==> src/rtl/fifo_wr_arbiter.sv <==
// -----------------------------------------------------------------------------
// fifo_wr_arbiter
//
// Packet-level round-robin arbiter sharing the write port of one dc_fifo among
// NREQ requesters, all in the FIFO write-clock domain. A requester owns the
// FIFO for a whole packet, and is only granted when the FIFO has room for a
// maximum-size packet. Packets are therefore never interleaved and never split
// by fifo_full.
//
// Handshake: a beat on requester i transfers on a rising clk edge where
// req_valid[i] and req_ready[i] are both high. req_valid may rise or fall at
// any time. req_data/req_last are only looked at while req_valid is high.
// fifo_write is high exactly on cycles where a beat transfers.
//
// Ports:
//   clk          in   FIFO write clock
//   rstn         in   asynchronous active-low reset
//   req_valid    in   [NREQ]      per-requester beat valid
//   req_data     in   [NREQ*DW]   requester i beat in [i*DW +: DW]
//   req_last     in   [NREQ]      final beat of a packet
//   req_ready    out  [NREQ]      beat accepted when valid & ready
//   fifo_din     out  [DW]        to FIFO wr_din (0 while idle)
//   fifo_write   out              to FIFO wr_write
//   fifo_full    in               from FIFO wr_full
//   fifo_usedw   in   [L2DEPTH]   from FIFO wr_usedw
//   grant_id     out  [clog2(NREQ)] current or most recent grantee
//   busy         out              high while a packet is in progress
//   err_oversize out              1-cycle pulse when a packet is cut at MAX_PKT
//   state_dbg    out              raw FSM state (0 = IDLE, 1 = XFER)
// -----------------------------------------------------------------------------
module fifo_wr_arbiter #(
   parameter int NREQ    = 4,
   parameter int DW      = 16,
   parameter int L2DEPTH = 3,
   parameter int MAX_PKT = 4
) (
   input  logic                     clk,
   input  logic                     rstn,
   input  logic [NREQ-1:0]          req_valid,
   input  logic [NREQ*DW-1:0]       req_data,
   input  logic [NREQ-1:0]          req_last,
   output logic [NREQ-1:0]          req_ready,
   output logic [DW-1:0]            fifo_din,
   output logic                     fifo_write,
   input  logic                     fifo_full,
   input  logic [L2DEPTH-1:0]       fifo_usedw,
   output logic [$clog2(NREQ)-1:0]  grant_id,
   output logic                     busy,
   output logic                     err_oversize,
   output logic                     state_dbg
);

   localparam int GW  = $clog2(NREQ);
   localparam int CAP = (2 ** L2DEPTH) - 1;
   localparam int CW  = $clog2(MAX_PKT + 1);

   localparam logic [L2DEPTH:0] CAP_V = CAP[L2DEPTH:0];
   localparam logic [L2DEPTH:0] MAX_V = MAX_PKT[L2DEPTH:0];
   localparam logic [CW-1:0]    MAX_C = CW'(MAX_PKT);

   // A packet must fit in an empty FIFO, otherwise nobody could ever be granted.
   if (MAX_PKT < 1 || MAX_PKT > CAP) begin : g_bad_max_pkt
      $fatal(1, "fifo_wr_arbiter: MAX_PKT must be in 1..2**L2DEPTH-1");
   end

   typedef enum logic {
      IDLE = 1'b0,
      XFER = 1'b1
   } state_t;

   state_t          state;
   logic [GW-1:0]   last_grant;
   logic [GW-1:0]   winner;
   logic            found;
   int              idx;
   logic [CW-1:0]   beat_cnt;
   logic [CW-1:0]   beat_next;
   logic [L2DEPTH:0] space;
   logic            can_grant;
   logic            accept;
   logic            pkt_end;

   // Free entries. usedw already counts every beat we wrote (same-edge update),
   // and lags reads in flight through the synchroniser, so this never overstates.
   assign space     = CAP_V - {1'b0, fifo_usedw};
   assign can_grant = (|req_valid) && (space >= MAX_V) && !fifo_full;

   // Round-robin pick: first valid requester after last_grant, wrapping.
   always_comb begin
      winner = '0;
      found  = 1'b0;
      idx    = 0;
      for (int i = 1; i <= NREQ; i++) begin
         idx = int'(last_grant) + i;
         if (idx >= NREQ) idx = idx - NREQ;
         if (!found && req_valid[idx[GW-1:0]]) begin
            winner = GW'(idx);
            found  = 1'b1;
         end
      end
   end

   // Write-side datapath is combinational from state and inputs so a beat can
   // move every cycle. fifo_full is honoured even though the space check means
   // it should not assert during a packet.
   always_comb begin
      req_ready  = '0;
      fifo_write = 1'b0;
      fifo_din   = '0;
      if (state == XFER) begin
         req_ready[grant_id] = !fifo_full;
         fifo_write          = req_valid[grant_id] && !fifo_full;
         fifo_din            = req_data[grant_id*DW +: DW];
      end
   end

   assign accept    = fifo_write;
   assign beat_next = beat_cnt + CW'(1);
   // Packet ends on an explicit last, or is cut when it reaches MAX_PKT beats.
   assign pkt_end   = accept && (req_last[grant_id] || (beat_next == MAX_C));

   always_ff @(posedge clk or negedge rstn) begin
      if (!rstn) begin
         state        <= IDLE;
         last_grant   <= GW'(NREQ - 1);
         grant_id     <= '0;
         beat_cnt     <= '0;
         err_oversize <= 1'b0;
      end else begin
         err_oversize <= 1'b0;
         case (state)
            IDLE: begin
               if (can_grant) begin
                  grant_id <= winner;
                  beat_cnt <= '0;
                  state    <= XFER;
               end
            end
            XFER: begin
               if (pkt_end) begin
                  state        <= IDLE;
                  last_grant   <= grant_id;
                  beat_cnt     <= '0;
                  // Truncation: remaining beats come back as a new packet.
                  err_oversize <= !req_last[grant_id];
               end else if (accept) begin
                  beat_cnt <= beat_next;
               end
            end
            default: state <= IDLE;
         endcase
      end
   end

   assign busy      = (state == XFER);
   assign state_dbg = state;

endmodule
==> config.mk <==
export PLATFORM = sky130hd
export DESIGN_NAME = fifo_wr_arbiter
export DESIGN_NICKNAME = d
export VERILOG_FILES = /design/src/rtl/fifo_wr_arbiter.sv
export SDC_FILE = /design/constraint.sdc
export NUM_CORES = 1
export LEC_CHECK = 0
export ABC_AREA = 1
export BUFFER_PORTS_ARGS = -buffer_cell sky130_fd_sc_hd__buf_2
export CAP_MARGIN = 20
export CORE_MARGIN = 5
export CORE_UTILIZATION = 38
export CTS_CLUSTER_DIAMETER = 100
export DETAILED_ROUTE_END_ITERATION = 7
export GPL_TIMING_DRIVEN = 0
export PLACE_DENSITY = 0.9
export SLEW_MARGIN = 20
export SYNTH_ARGS = -nofsm -noshare
export SYNTH_HDL_FRONTEND = slang
export SYNTH_SLANG_ARGS = --single-unit
==> constraint.sdc <==
create_clock -name clk -period 2.3 [get_ports clk]
set_clock_uncertainty 0.2 [all_clocks]
set_input_delay 0.115 -clock clk [delete_from_list [all_inputs] [get_ports clk]]
set_output_delay 0.115 -clock clk [all_outputs]
set_load 0.02 [all_outputs]
# Word level (Yosys, flattened, before mapping)
# Index checks and enable logic that the tools add are counted.
[totals]
regBits = 9
word_cells = 87
input_bits = 78
output_inout_bits = 26
[op_classes]
magnitude_cmp = 11
mux = 37
n_reduce_logical = 18
add_sub_neg = 10
eq_ne = 3
n_bitwise = 2
n_shift = 1
[op_table]
columns = ["cell", "count"]
rows = [
  ["$shiftx 64x7->16", 1],
  ["$mux 16", 1],
  ["$mux 2", 8],
  ["$lt 2x3->1 const B", 5],
  ["$mux 1", 15],
  ["$bmux 1 s2", 6],
  ["$ge 3x3->1 const B", 3],
  ["$mux 3", 3],
  ["$ge 4x3->1 const B", 2],
  ["$logic_and 1x1->1", 8],
  ["$sub 2x1->2 const B", 4],
  ["$add 2x2->3 const B", 2],
  ["$pmux 3 s2", 1],
  ["$reduce_and 2->1", 3],
  ["$logic_not 1->1", 5],
  ["$add 2x3->4 const B", 1],
  ["$and 4x4->4", 1],
  ["$mux 4", 1],
  ["$reduce_or 4->1", 1],
  ["$sub 3x3->4 const A", 1],
  ["$add 2x1->3 const B", 1],
  ["$add 3x1->3 const B", 1],
  ["$eq 3x3->1 const B", 1],
  ["$ne 3x1->1 const B", 1],
  ["6 further kinds", 6],
]

# Longest topological paths before layout
[logic_depth]
ltp_word = 15
depth_mapped = 12
depth_no_buf = 11

# Worst setup path before layout
# No wires, ideal clock.
[synth_timing]
path_type = "register to output"
start = "reg grant_id[0]"
end = "out fifo_din[0]"
arrival_time_ps = 1514
path_stages_with_launch = 7
t_required_ps = 1985
n_path_buf = 1
setup_slack_ps = 471
path_cell_list = "dfrtp_1 > inv_1 > nand2_1 > inv_1 > buf_2 > nand2_1 > a31oi_1"
[synth_between]
elab_chain_cells = 2
[synth_lines]
columns = ["item", "line", "rtl"]
rows = [
  ["start, declared", "47", "output logic [$clog2(NREQ)-1:0] grant_id,"],
  ["start signal, assigned", "134", "grant_id <= winner;"],
  ["$shiftx 64x7->16", "113", "fifo_din = req_data[grant_id*DW +: DW];"],
  ["$mux 16", "110", "if (state == XFER) begin"],
  ["end, declared", "43", "output logic [DW-1:0] fifo_din,"],
]
# Every way passes these cells.

# Worst setup path in the final report
[layout_timing]
start = "reg grant_id[1]"
end = "out fifo_din[4]"
# Same word-level chain as after synthesis.

==> summary.txt <==
Cell area after layout = 1740 um2
Worst-path maximum fanout = 10
Core Area = 2980 um2
DP Area = 1690 um2
First-pass DRT Iterations = 4
Outcome = completed
CTS tree = done
Yosys cell types = 26
Postcts setup bufs = 0
Vias per cell = 4.98
Initial Util = 38.5%
Pwr/cell area = 1200 nW/um2
Setup violators final = 0
Period utilisation layout = 93.3%
All-Layer GR Usage = 20.0%
RSZ-0062 raised after global routing = false
Clock sink total = 9
Vias post-DR = 1667
Antenna-violating nets left = 0
Clk buf depth = 2
Placed instance count = 330
Peak VDD IR = 0.852 mV
Max_cap viols = 0
Most common cell after layout, fill and taps aside = buf_2
CTS root buf = clkbuf_4
Syn nets = 276
Worst setup EP type = primary output
WL/cell = 12.4 um
Sequential element share of the synthesized area = 19.8%
Final critical-path required period = 2150 ps
Gpl congestion = 0.872
Area leader, netlist = nand2_1
First-pass GRT wire length = 6830 um
Initial antenna violation count = 0
Layout cells sized above 1 = 40.1%
Top cells by area, synth = nand2_1 (29%), dfrtp_1 (15%), a22oi_1 (10%)
Cell Area, Synth = 1150 um2
Syn Inst Count = 196
Place WS = 418 ps
I/O pins = 104
H-tree lvl count = 1
Area Overhead vs Synth = 51.8%
Initial DRC Count = 60
Num CTS Buffers = 3
Hold Path Class = in2reg
Worst EP required = 1990 ps
Synth warn = 0
Crit path arrival time = 1830 ps
Yosys reg bits = 9
Post-route setup slack = 154 ps
Post-Route WL = 4160 um
Clock-pin slew on the worst setup and hold paths = 60 ps
CP startpoint kind = flop
Die width = 65.0 um
Worst slew margin = 70.4%
Pleak = 0.00105 uW
Hold slack = 11.6 ps
Syn Area/Cell = 5.85 um2
Layout Cells excl Fill = 335
Vias in the first global route = 1558
ANT cells = 0
Crit Path Category = reg2out
DRC viols = 0
Achievable Freq = 0.466 GHz
Most frequent cells in the layout = buf_2 (103), nand2_1 (89), inv_1 (17), a31oi_1 (17), a22oi_1 (16)
Die area = 4220 um2
Final-report max-slew violation count = 0
Final Hold Fails = 0
# nets final = 383
Port Buffer Count = 101
Slew @ Worst Pin = 444 ps
DP HPWL = 3500 um
Largest net degree at the start of global routing = 11
Site row count = 20
Worst skew pair latency = 270 ps
Remaining Overflow, GRT = 0
Yosys top cell area share = 29.1%
Die Y = 65.0 um
Fin Setup TNS = 0 ps
synth_stat cells, drive strengths merged:
master  count
o21ai       4
clkbuf      3
nor2       12
nand4       4
dfstp       2
a22oi      16
xor2        1
o22ai       4
inv        20
nand2      90
dfrtp       7
a31oi      17
clkinv      1
nand3       7
buf         5
ha          2
nand3b      1
layout make-up:
| type | count | area [um2] |
|---|---|---|
| plain buffers | 7 | 41.3 |
| fillers | 281 | 1240 |
| well taps | 33 | 41.3 |
| inverters | 21 | 78.8 |
| repair buffers | 103 | 526 |
| flip-flops and latches | 9 | 228 |
| clock buffers | 4 | 26.3 |
| multi-input cells | 158 | 801 |
stage by stage:
stage	total power (uW)	util [%]
after detailed placement	1950	56.9
after CTS	2080	58.4
after global routing	2290	58.5
final	2080	58.5
after global placement	1930	56.9
after floorplan	1470	-
timing repair:
item | CTS | global route
endpoints found under the setup margin | 0 | 10
gates resized for setup | 0 | 4
hold buffers | 2 | 0
hold endpoints to repair | 10 | 0
power by group:
part           switching (uW)  internal [uW]
clock network            57.6           67.0
logic                    1090            569
registers                68.8            227
kinds of logic after synthesis:
family                   synth area share, %
flip-flops                              19.8
buffers and inverters                   10.4
adder cells (fa/ha/maj)                 2.18
AO/OA/AOI/OAI                           24.0
XOR/XNOR                               0.763
AND/OR/NAND/NOR                         42.9
flip-flops by register name, indices dropped and copies added, names as in the netlist:
signal	count
beat_cnt	3
grant_id	2
last_grant	2
busy	1
err_oversize	1
path summary, 6_finish.rpt:
path	cells after the start	to	from	slack [ps]
min in group asynchronous	2	busy	rstn	20
max reg2reg	12	grant_id[0]	last_grant[1]	480
min	4	busy	fifo_full	10
max	6	fifo_din[4]	grant_id[1]	150
min reg2reg	2	beat_cnt[2]	beat_cnt[2]	290
max in group asynchronous	2	last_grant[0]	rstn	1620
critical path, stage by stage (launching register included):
cell and delay, ps:
dfrtp_1 480, nand2_1 170, inv_1 210, clkbuf_4 250
nand2_1 70, a31oi_1 170, buf_2 190
routing by layer:
metal  up-vias  GRT usage [%]  wire [um]
li1        871              -          -
met1       730           25.5       1760
met2        60           33.7       2050
met3         6           4.51        299
met4         0           5.01         48
met5         -              0          0
(Power assumes the default switching activity.)
